### src/rtl/ram_port_seq_pkg.sv
// ram_port_seq_pkg: shared types and sizing for the RAM port burst sequencer
package ram_port_seq_pkg;
    localparam int DATA_W_DEF   = 8;
    localparam int ADDR_W_DEF   = 4;
    localparam int READ_LAT_DEF = 1;
    localparam int FIFO_DEPTH   = READ_LAT_DEF + 2;

    typedef enum logic [1:0] {IDLE, WR, RD, DRAIN} state_t;

    function automatic int fifo_depth(input int read_lat);
        return read_lat + 2;
    endfunction
endpackage

### src/rtl/ram_rd_fifo.sv
// ram_rd_fifo: small synchronous FIFO absorbing read-return backpressure
module ram_rd_fifo #(
    parameter  int W     = 8,
    parameter  int DEPTH = 3,
    localparam int PW    = (DEPTH > 1) ? $clog2(DEPTH) : 1,
    localparam int CW    = $clog2(DEPTH + 1)
) (
    input  logic          clk0,
    input  logic          rst,
    input  logic          push,
    input  logic [W-1:0]  din,
    input  logic          pop,
    output logic [W-1:0]  dout,
    output logic          full,
    output logic          empty,
    output logic [CW-1:0] count
);
    logic [W-1:0]  mem [DEPTH];
    logic [PW-1:0] wptr, rptr;

    assign empty = count == '0;
    assign full  = count == CW'(DEPTH);
    assign dout  = empty ? '0 : mem[rptr];

    // pointers wrap at DEPTH-1 since the depth need not be a power of two
    always_ff @(posedge clk0 or negedge rst) begin
        if (!rst) begin
            wptr  <= '0;
            rptr  <= '0;
            count <= '0;
        end else begin
            if (push)
                wptr <= (wptr == PW'(DEPTH - 1)) ? '0 : wptr + 1'b1;
            if (pop && !empty)
                rptr <= (rptr == PW'(DEPTH - 1)) ? '0 : rptr + 1'b1;
            count <= count + CW'(push) - CW'(pop && !empty);
        end
    end

    // storage is left unreset; the empty flag masks stale contents
    always_ff @(posedge clk0) begin
        if (push)
            mem[wptr] <= din;
    end

    overflow_a: assert property (@(posedge clk0) disable iff (!rst) !(push && full));
endmodule

### src/rtl/ram_port_seq.sv
// ram_port_seq: burst sequencer driving one port of a 16x8 dual-port RAM
module ram_port_seq
    import ram_port_seq_pkg::*;
#(
    parameter int DATA_W   = DATA_W_DEF,
    parameter int ADDR_W   = ADDR_W_DEF,
    parameter int READ_LAT = READ_LAT_DEF
) (
    input  logic              clk0,
    input  logic              rst,
    input  logic              cmd_valid,
    output logic              cmd_ready,
    input  logic              cmd_wr,
    input  logic [ADDR_W-1:0] cmd_addr,
    input  logic [ADDR_W-1:0] cmd_len,
    input  logic [DATA_W-1:0] wr_data,
    input  logic              wr_valid,
    output logic              wr_ready,
    output logic [DATA_W-1:0] rd_data,
    output logic              rd_valid,
    input  logic              rd_ready,
    output logic [ADDR_W-1:0] ram_addr,
    output logic [DATA_W-1:0] ram_din,
    output logic              ram_we,
    output logic              ram_re,
    input  logic [DATA_W-1:0] ram_dout,
    output logic              busy,
    output logic              done
);
    localparam int DEPTH = fifo_depth(READ_LAT);
    localparam int CW    = $clog2(DEPTH + 1);

    state_t            state, state_nx;
    logic [ADDR_W-1:0] addr_cnt, beat_cnt;
    logic [READ_LAT:0] rd_sh;
    logic [CW-1:0]     fifo_count;
    logic              cmd_fire, wr_fire, rd_issue, pop, fifo_empty, fifo_full;

    assign cmd_fire = cmd_valid && cmd_ready;
    assign wr_fire  = wr_valid && wr_ready;
    assign pop      = rd_valid && rd_ready;
    assign rd_valid = !fifo_empty;
    assign busy     = state != IDLE;
    // a pop on this edge frees a slot, which keeps reads at one beat per cycle
    assign rd_issue = (state == RD) &&
                      (int'(fifo_count) + $countones(rd_sh) - int'(pop) < DEPTH);

    // next-state decode
    always_comb begin
        state_nx = state;
        unique case (state)
            IDLE:    state_nx = cmd_fire ? (cmd_wr ? WR : RD) : IDLE;
            WR:      state_nx = (wr_fire && beat_cnt == '0) ? IDLE : WR;
            RD:      state_nx = (rd_issue && beat_cnt == '0) ? DRAIN : RD;
            DRAIN:   state_nx = (fifo_empty && rd_sh == '0) ? IDLE : DRAIN;
            default: state_nx = IDLE;
        endcase
    end

    // state register and registered handshake/status outputs
    always_ff @(posedge clk0 or negedge rst) begin
        if (!rst) begin
            state     <= IDLE;
            cmd_ready <= 1'b0;
            wr_ready  <= 1'b0;
            done      <= 1'b0;
        end else begin
            state     <= state_nx;
            cmd_ready <= state_nx == IDLE;
            wr_ready  <= state_nx == WR;
            done      <= (state != IDLE) && (state_nx == IDLE);
        end
    end

    // burst address and remaining-beat counters
    always_ff @(posedge clk0 or negedge rst) begin
        if (!rst) begin
            addr_cnt <= '0;
            beat_cnt <= '0;
        end else if (cmd_fire) begin
            addr_cnt <= cmd_addr;
            beat_cnt <= cmd_len;
        end else if (wr_fire || rd_issue) begin
            addr_cnt <= addr_cnt + 1'b1;
            beat_cnt <= beat_cnt - 1'b1;
        end
    end

    // registered RAM port drive plus in-flight read tracking
    always_ff @(posedge clk0 or negedge rst) begin
        if (!rst) begin
            ram_we   <= 1'b0;
            ram_re   <= 1'b0;
            ram_addr <= '0;
            ram_din  <= '0;
            rd_sh    <= '0;
        end else begin
            ram_we <= wr_fire;
            ram_re <= rd_issue;
            rd_sh  <= {rd_sh[READ_LAT-1:0], rd_issue};
            if (wr_fire || rd_issue)
                ram_addr <= addr_cnt;
            if (wr_fire)
                ram_din <= wr_data;
        end
    end

    ram_rd_fifo #(.W(DATA_W), .DEPTH(DEPTH)) u_fifo (
        .clk0  (clk0),
        .rst   (rst),
        .push  (rd_sh[READ_LAT]),
        .din   (ram_dout),
        .pop   (pop),
        .dout  (rd_data),
        .full  (fifo_full),
        .empty (fifo_empty),
        .count (fifo_count)
    );
endmodule

### config.mk
export PLATFORM = sky130hd
export DESIGN_NAME = ram_port_seq
export DESIGN_NICKNAME = d
export VERILOG_FILES = /design/src/rtl/ram_port_seq_pkg.sv /design/src/rtl/ram_rd_fifo.sv /design/src/rtl/ram_port_seq.sv
export SDC_FILE = /design/constraint.sdc
export NUM_CORES = 1
export LEC_CHECK = 0
export CAP_MARGIN = 30
export CORE_MARGIN = 5
export CORE_UTILIZATION = 53
export DETAILED_ROUTE_END_ITERATION = 8
export PLACE_DENSITY = 0.84
export SYNTH_ARGS = -nofsm -noshare
export SYNTH_HDL_FRONTEND = slang
export SYNTH_SLANG_ARGS = --single-unit
### constraint.sdc
create_clock -name clk0 -period 7.2 [get_ports clk0]
set_clock_uncertainty 0.05 [all_clocks]
set_input_delay 1.08 -clock clk0 [delete_from_list [all_inputs] [get_ports clk0]]
set_output_delay 1.08 -clock clk0 [all_outputs]
set_load 0.03 [all_outputs]
==> flow_metrics.py <==
metrics = {
    "logic_synthesis": {
        "synth_commonest_cells": "34 x dfrtp_1, 28 x nor2_1, 24 x edfxtp_1, 20 x nand2_1, 13 x inv_1",
        "synthXorXnorAreaFrac_pct": 1.736,
        "synthArstFlopShare_pct": 58.62,
        "yosysTopAreaCellShare_pct": 33.73,
        "synth_compound_area_share_pct": 8.978,
        "synth_fa_ha_area_share_pct": 4.563,
        "yosys.area_share.simple_pct": 12.15,
        "syn_inst": 207,
        "syn_area_per_cell_um2": 12.19,
        "synth_warnings": 0,
        "yosysMostFrequentCell": "dfrtp_1",
        "synth_edf_count": 24,
        "synth_mux_area_share_pct": 7.143,
        "synthFlopType": "dfrtp_1",
        "synth_seq_area_share_pct": 62.30,
        "ys_top_cells_by_area": "dfrtp_1 34%, edfxtp_1 29%, nor2_1 4.2%, mux2i_1 3.6%, mux2_2 3.6%",
        "synth_top_cell_by_area": "dfrtp_1",
        "synthesis.nets": 245,
        "syn-cell-area_um2": 2522,
        "ys_types": 36,
        "ys_ff_latch": 58,
        "synth_top_family_by_area": "simple AND/OR/NAND/NOR gates",
    },
    "route": {
        "drc": 0,
        "vias_per_cell": 5.323,
        "drt_wl_total_um": 4869,
        "drtPass1Iterations": 4,
        "vias": 1762,
        "wl_per_cell_um": 14.71,
        "ant_nets": 0,
        "drt_iter0_markers": 124,
    },
    "grt": {
        "grt_pass1_vias": 1855,
        "antenna_found_initial": 0,
        "grt_start_max_net_pins": 35,
        "overflow": 0,
        "grt_pass1_wl_um": 8197,
        "grtUsageTotal_pct": 17.34,
    },
    "critical_path": {
        "slowest_stage": "nor2_1",
        "cp_slowest_stage_delay_ps": 550,
        "r2r_cells": 11,
        "critPathArrivalTime_ps": 4060,
        "crit_path_max_fanout": 12,
        "crit_type": "reg2reg",
        "crit_family": "simple AND/OR/NAND/NOR gates",
        "endpoint_kind": "flip-flop",
        "cp.depth": 11,
        "critical_path.startpoint_type": "flip-flop",
        "worstPathRequired_ps": 7400,
        "critPathBufInv": 2,
        "path_cells": "nor2_1, inv_1, nand2_1, inv_1, ha_1, fa_1, fa_1, nor2_1, o311a_1, or3_1, a31oi_1",
    },
    "sta": {
        "timing.setup.tns_ps": 0,
        "min_period_over_period_pct": 53.62,
        "post-route-min-period_ps": 3861,
        "fmax_mhz": 259.0,
        "worstMarginPinSlew_ps": 776.6,
        "setup_viol": 0,
        "finalMaxSlewViolations": 0,
        "hold_violations": 0,
        "maxSlewHeadroom_pct": 48.04,
        "rsz0062_at_grt": "false",
    },
    "hold_path": {
        "min_path_type": "reg2reg",
        "holdPathStages": 0,
    },
    "status": {
        "status": "finished clean",
    },
    "clock_tree": {
        "htreeDepth": 3,
        "cts_tree": "done",
        "cts_resized": 0,
        "numCtsBuffers": 9,
        "clkSlewWorstSetupHoldPaths_ps": 60,
        "cts_setup_buffers": 0,
        "root_buffer": "clkbuf_8",
        "cts_sinks": 58,
        "insertion_delay_ps": 320,
        "cts.path.max_buffers": 2,
        "ctsHoldBuffers": 0,
    },
    "place": {
        "placed_cell_area_um2": 3147,
        "hpwl_um": 3393,
        "io_buffers": 56,
        "gp_congestion": 0.7286,
    },
    "floorplan": {
        "start_util_pct": 54.12,
        "dieArea_um2": 6239,
        "die_w_um": 78.99,
        "die_h_um": 78.99,
        "core_area_um2": 4661,
        "pin_count": 57,
        "rows": 25,
    },
    "power_and_ir_drop": {
        "vdd_drop_max_mv": 0.2990,
        "p_leak_nw": 1.391,
        "powerDensity_nw_per_um2": 459.8,
    },
    "job": {
        "cap_viol_max_count": 0,
    },
    "cells_and_area": {
        "drive_gt1_share_pct": 11.19,
        "fin_nets": 310,
        "fin_area_um2": 3329,
        "area_growth_pct": 31.99,
        "diodes": 0,
    },
}
[routing by layer]
metal	vias up	global-route usage [%]	part of all wire, %
met2	52	27.69	49
met1	848	20.06	42
li1	853	-	-
met4	0	9.622	1.8
met5	-	0	0
met3	9	6.576	7.0
[final timing paths]
path	startpoint	slack, ps	end
hold / removal	rd_sh[0]$_DFF_PN0_	380	rd_sh[1]$_DFF_PN0_
min in group asynchronous	rst	1110	done$_DFF_PN0_
setup reg to reg	u_fifo.count[1]$_DFF_PN0_	3340	beat_cnt[3]$_DFFE_PN0P_
hold reg to reg	rd_sh[0]$_DFF_PN0_	380	rd_sh[1]$_DFF_PN0_
max in group asynchronous	rst	5690	ram_addr[0]$_DFFE_PN0P_
setup / recovery	u_fifo.count[1]$_DFF_PN0_	3340	beat_cnt[3]$_DFFE_PN0P_
[sequential cells by signal, indices dropped and copies added (netlist names), 2 cells and up]
signal	cells
u_fifo.rptr	2
beat_cnt	4
u_fifo.count	2
state	2
u_fifo.mem	24
ram_din	8
ram_addr	4
rd_sh	2
addr_cnt	4
u_fifo.wptr	2
[through the flow]
stage / power [W] / cells / hold slack [ps] / setup slack (ps) / utilization, %
2_1_floorplan: 0.001021 / 207 / 426.9 / 3606 / -
3_3_place_gp: 0.001245 / 315 / 371.0 / 3132 / 67.52
3_5_place_dp: 0.001269 / 315 / 362.7 / 3025 / 67.52
4_1_cts: 0.001545 / 331 / 383.8 / 3265 / 71.44
5_1_grt: 0.001632 / 331 / 416.9 / 3036 / 71.44
6_report: 0.001531 / 331 / 383.9 / 3339 / 71.44
[report_power, final]
group | switching (W) | internal (W) | leakage (nW) | total (W)
Sequential | 0.0000930 | 0.000448 | 0.625 | 0.000541
Combinational | 0.000404 | 0.000317 | 0.669 | 0.000721
Clock | 0.000116 | 0.000152 | 0.0965 | 0.000269
Total | 0.000614 | 0.000917 | 1.39 | 0.00153
[layout by cell type (no fill, tap or decap), types with 2 or more instances in the layout]
cell / n
or3_1: 4
dfrtp_1: 34
nor3b_1: 2
ha_1: 6
clkbuf_1: 2
fa_1: 2
nor2_1: 28
clkdlybuf4s50_1: 56
clkbuf_8: 12
nand2_1: 20
buf_4: 3
inv_1: 13
o31ai_1: 2
mux2_2: 8
clkinv_2: 2
mux2i_1: 9
and3_1: 2
o21ai_0: 5
xnor2_1: 4
nor3_1: 4
a31oi_1: 5
a21oi_1: 12
edfxtp_1: 24
a21o_1: 3
[logic make-up (layout without fill, tap and decap cells)]
group | Yosys count | count (layout)
buf+inv | 19 | 89
flops | 58 | 58
fa+ha+maj | 8 | 8
compound gates | 33 | 33
simple gates | 67 | 67
xor+xnor | 5 | 5
mux | 17 | 17
[final cells by class]
class / instances / area (um2)
clock buffers: 14 / 172.7
clock inverters: 2 / 10.01
fillers: 322 / 1331
inverters: 14 / 52.55
multi-input cells: 130 / 872.1
flip-flops and latches: 58 / 1572
well taps: 54 / 67.56
repair buffers: 59 / 583.1
[worst reg2reg max path, stage by stage (launching register included)]
cell and delay, ps:
dfrtp_1 480, nor2_1 550, inv_1 120, nand2_1 180, inv_1 90, ha_1 290, fa_1 410, fa_1 500
nor2_1 90, o311a_1 480, or3_1 380, a31oi_1 160
(Power assumes the default switching activity.)
